===== config.mk =====
export PLATFORM = sky130hd
export DESIGN_NAME = shift_reg_universal
export DESIGN_NICKNAME = d
export VERILOG_FILES = /design/src/rtl/shift_reg_universal.sv
export SDC_FILE = /design/constraint.sdc
export NUM_CORES = 1
export LEC_CHECK = 0
export ABC_CLOCK_PERIOD_IN_PS = 1690
export BUFFER_PORTS_ARGS = -buffer_cell sky130_fd_sc_hd__buf_2
export CAP_MARGIN = 15
export CORE_AREA = 2 2 55 57
export DETAILED_ROUTE_END_ITERATION = 12
export DIE_AREA = 0 0 57 59
export SLEW_MARGIN = 5
export SYNTH_ARGS = -nofsm -noshare
export SYNTH_HDL_FRONTEND = slang
export SYNTH_SLANG_ARGS = --single-unit

===== constraint.sdc =====
create_clock -name clk -period 1.69 [get_ports clk]
set_input_delay 0.0845 -clock clk [delete_from_list [all_inputs] [get_ports clk]]
set_output_delay 0.0845 -clock clk [all_outputs]
set_load 0.01 [all_outputs]

===== src/rtl/shift_reg_universal.sv =====
// shift_reg_universal: parametrised universal shift register with burst-shift engine.
//
// Per-cycle mode select (hold / shift right / shift left / parallel load) plus an
// autonomous burst engine that shifts a programmed number of positions, one per clock,
// with a busy/done handshake.
//
// Optional feature macro: SHIFT_REG_ROTATE_EN adds the 'rotate' input, which makes every
// shifting edge (mode or burst) recirculate the bit shifted out instead of using ser_in_*.
//
// Ports:
//   clk         rising-edge clock
//   reset_n     asynchronous active-low reset
//   mode        00 hold, 01 shift right, 10 shift left, 11 parallel load
//   d           parallel load data
//   ser_in_msb  bit entering q[WIDTH-1] on a right shift
//   ser_in_lsb  bit entering q[0] on a left shift
//   start       burst request (single-cycle pulse, honoured only when idle)
//   dir         burst direction, sampled with start: 0 right, 1 left
//   shamt       burst shift count, sampled with start, saturates at WIDTH
//   rotate      (SHIFT_REG_ROTATE_EN only) rotate instead of serial fill
//   q           register contents
//   busy        high while the burst engine is not idle
//   done        one-cycle pulse at burst completion
module shift_reg_universal #(
   parameter int unsigned WIDTH = 8,
   parameter int unsigned CNT_W = $clog2(WIDTH + 1)
) (
   input  logic             clk,
   input  logic             reset_n,
   input  logic [1:0]       mode,
   input  logic [WIDTH-1:0] d,
   input  logic             ser_in_msb,
   input  logic             ser_in_lsb,
   input  logic             start,
   input  logic             dir,
   input  logic [CNT_W-1:0] shamt,
`ifdef SHIFT_REG_ROTATE_EN
   input  logic             rotate,
`endif
   output logic [WIDTH-1:0] q,
   output logic             busy,
   output logic             done
);

   localparam logic [1:0] StIdle  = 2'd0;
   localparam logic [1:0] StShift = 2'd1;
   localparam logic [1:0] StDone  = 2'd2;

   localparam logic [1:0] ModeHold  = 2'b00;
   localparam logic [1:0] ModeRight = 2'b01;
   localparam logic [1:0] ModeLeft  = 2'b10;
   localparam logic [1:0] ModeLoad  = 2'b11;

   logic [1:0]       state_q, state_d;
   logic [CNT_W-1:0] count_q, count_d;
   logic             dir_q, dir_d;
   logic [WIDTH-1:0] q_q, q_d;

   logic             sin_r, sin_l;
   logic [WIDTH-1:0] shr, shl;
   logic [CNT_W-1:0] shamt_sat;

   // Fill bits for both directions, shared by mode shifts and bursts.
   always_comb begin
`ifdef SHIFT_REG_ROTATE_EN
      sin_r = rotate ? q_q[0]       : ser_in_msb;
      sin_l = rotate ? q_q[WIDTH-1] : ser_in_lsb;
`else
      sin_r = ser_in_msb;
      sin_l = ser_in_lsb;
`endif
      shr = {sin_r, q_q[WIDTH-1:1]};
      shl = {q_q[WIDTH-2:0], sin_l};
   end

   assign shamt_sat = (shamt > CNT_W'(WIDTH)) ? CNT_W'(WIDTH) : shamt;

   always_comb begin
      state_d = state_q;
      count_d = count_q;
      dir_d   = dir_q;
      q_d     = q_q;
      case (state_q)
         StIdle: begin
            if (start) begin
               // Start wins over mode; q is left untouched on the accepting edge.
               dir_d = dir;
               if (shamt_sat != '0) begin
                  count_d = shamt_sat;
                  state_d = StShift;
               end else begin
                  state_d = StDone;
               end
            end else begin
               unique case (mode)
                  ModeHold:  q_d = q_q;
                  ModeRight: q_d = shr;
                  ModeLeft:  q_d = shl;
                  ModeLoad:  q_d = d;
                  default:   q_d = q_q;
               endcase
            end
         end
         StShift: begin
            q_d     = dir_q ? shl : shr;
            count_d = count_q - CNT_W'(1);
            if (count_q == CNT_W'(1)) begin
               state_d = StDone;
            end
         end
         StDone: begin
            // mode and start are both ignored on the way back to idle.
            state_d = StIdle;
         end
         default: begin
            state_d = StIdle;
         end
      endcase
   end

   always_ff @(posedge clk or negedge reset_n) begin
      if (!reset_n) begin
         state_q <= StIdle;
         count_q <= '0;
         dir_q   <= 1'b0;
         q_q     <= '0;
      end else begin
         state_q <= state_d;
         count_q <= count_d;
         dir_q   <= dir_d;
         q_q     <= q_d;
      end
   end

   assign q    = q_q;
   assign busy = (state_q != StIdle);
   assign done = (state_q == StDone);

endmodule


==> results.md <==
* Run status: complete, no violations
* Clock sink count at 15
* Final worst path period need at 1.55 ns
* RePlAce Congestion at 0.809
* H-tree level count at 1
* Grt total ovfl at 0
* Worst Skew at 0.00183 ns
* Critical path class: reg -> reg
* CP Cell Sequence: or3_1 > and3_4 > a31oi_1
* Pwr dens at 1800 nW/µm²
* Ant. Diodes at 0
* CTS tree: yes
* Part of the cycle the worst path needs at 0.918
* Worst vdd ir at 0.000791 V
* 1st-iter DRT viols at 41
* Hold depth at 2
* DR WL/cell at 15.7 µm
* Top_reg_cell synth: dfrtp_1
* Grt met1 use at 0.252
* Static leakage at 0.533 nW
* Register bit total from synthesis at 15
* Worst Reg2Reg Path Length in Cells at 3
* Initial core utilization at 0.390
* Commonest non-fill, non-tap cell in the layout: buf_2
* Placed cells at 164
* Vias in the first global route at 958
* Initial antenna violation count at 0
* Nets at 161
* Cell variety after synth at 33
* Number of setup violations in the final report at 0
* Synth warnings at 0
* Req. time, crit path at 1.89 ns
* Area delta synth->final at 17.3%
* Port Buf Inserts at 29
* RSZ-0062 raised after global routing: no
* Buf/Inv on CP at 0
* Total CTS buffers at 3
* Final hold vios at 0
* DR vias at 1,004
* Die area at 3360 µm²
* Fmax at 0.644 GHz
* Largest net degree at the start of global routing at 16
* Rows at 19
* Core box area at 2710 µm²
* Worst-Skew Late Latency at 0.28 ns
* Die Ht at 59 µm
* Post-synth EDFFs at 0
* GRT Util Overall at 0.167
* DR vias/cell at 5.94
* Root Driver: clkbuf_4
* Syn Nets at 133
* Worst-path clk slew at 0.10 ns
* Critical Path Stages at 3
* Syn Area/Cell at 9.51 µm²
* First-pass GRT wire length at 4510 µm
* Slowest cell delay on critical path at 0.55 ns
* IO Count at 30
* Crit start category: register
* Drt first pass iters at 4
* Worst slew pin tran at 0.399 ns
* Cell area after synthesis at 1060 µm²
* Cells after Synth at 111
* # fillers at 294
* Commonest cells after routing, fill and taps aside: buf_2 (29), a31oi_1 (16), dfrtp_1 (15)
* Slowest-stage cell, CP: or3_1
* Dpl hpwl at 1910 µm
* Residual DRC at 0
* Final ANT Viol Nets at 0
* CP Max Fanout at 12
* Max Cap Violations at 0
* Min-Delay Path Class: in -> reg
* Crit end category: register
* Chip width at 57 µm
* WL final at 2650 µm
* Setup TNS at 0 ns
* GRT met2 Usage at 0.241
* Worst path top cell family by delay: simple AND/OR/NAND/NOR gates
* Post-Layout Cell Count at 169
* Max Slew Vio Count at 0
* Worst Path Arrival at 1.76 ns
* Grt peak-use layer: met1
* Ys async rst share at 1.00
* Register area share after synthesis at 0.355
* Met3 usage at 0.0262
* Max Root-Sink Buffers at 2
* Worst rel slew slack at 0.734
* Layout cell share with drive strength beyond 1 at 0.348
* Fin util at 0.457
==> cells in the mapped netlist, types with 2 or more instances <==
library cell / instances / area (µm²)
a21oi_1: 2 / 10.0
a22oi_1: 2 / 15.0
a2bb2oi_1: 2 / 17.5
a31oi_1: 16 / 100
a32oi_1: 7 / 61.3
buf_6: 3 / 33.8
clkbuf_1: 5 / 18.8
dfrtp_1: 15 / 375
ha_1: 2 / 25.0
inv_1: 5 / 18.8
mux2_2: 9 / 101
nand2_1: 2 / 7.51
nand2b_1: 3 / 18.8
nand3_1: 2 / 10.0
nand3b_1: 2 / 15.0
nor2_1: 5 / 18.8
nor2b_1: 2 / 12.5
nor4_1: 2 / 12.5
o211ai_1: 9 / 67.6
o21ai_0: 3 / 15.0
==> metrics by stage <==
stage | setup slack [ns] | hold WS (ns) | total power (W) | cell area (µm²)
2_1_floorplan | 0.348 | -0.211 | 0.00168 | 1060
3_3_place_gp | 0.241 | 0.0110 | 0.00199 | 1200
3_5_place_dp | 0.171 | 0.0117 | 0.00202 | 1200
4_1_cts | 0.153 | 0.0282 | 0.00223 | 1240
5_1_grt | 0.0364 | 0.0342 | 0.00243 | 1240
6_report | 0.138 | 0.0311 | 0.00223 | 1240
==> worst paths after layout <==
kind,startpoint,to,slack [ns]
min reg2reg,count_q[2],count_q[2],0.56
min,dir,dir_q,0.03
max,state_q[0],q[5],0.14
max reg2reg,state_q[0],q[5],0.14
min in group asynchronous,reset_n,count_q[3],0.23
max in group asynchronous,reset_n,count_q[0],1.20
==> power by group <==
group          switching [W]  internal, W
Combinational       0.000647     0.000582
Sequential          0.000239     0.000548
Clock               0.000126    0.0000877
Total                0.00101      0.00122
==> timing repair <==
item | CTS | global route
buffers inserted | 0 | 0
hold endpoints to repair | 15 | 0
gates resized for setup | 0 | 0
hold buffers | 1 | 0
==> layout make-up <==
class | instances | area [µm²] | area share
inverter | 5 | 18.8 | 0.0152
tap | 31 | 38.8 | 0.0313
clock buffer | 3 | 22.5 | 0.0182
clock inverter | 1 | 5.00 | 0.00404
sequential | 15 | 375 | 0.303
multi-input combinational | 80 | 593 | 0.479
timing repair buffer | 34 | 185 | 0.149
==> kinds of logic (layout without fill, tap and decap cells) <==
kind of cell,Yosys count,in the layout,share of synthesized area
compound gates,44,44,0.296
fa+ha+maj,2,2,0.0237
buf+inv,16,43,0.0829
flops,15,15,0.355
mux,10,10,0.105
simple gates,24,24,0.136
==> layer usage <==
metal	up-vias	wire length (µm)
met5	-	0
met4	0	16
li1	492	-
met2	36	1140
met1	474	1310
met3	2	177
==> sequential cells by signal, summed over array words and instances, names as in the netlist <==
register,flops
count_q,4
state_q,2
q,8
dir_q,1
(Power assumes the default switching activity.)
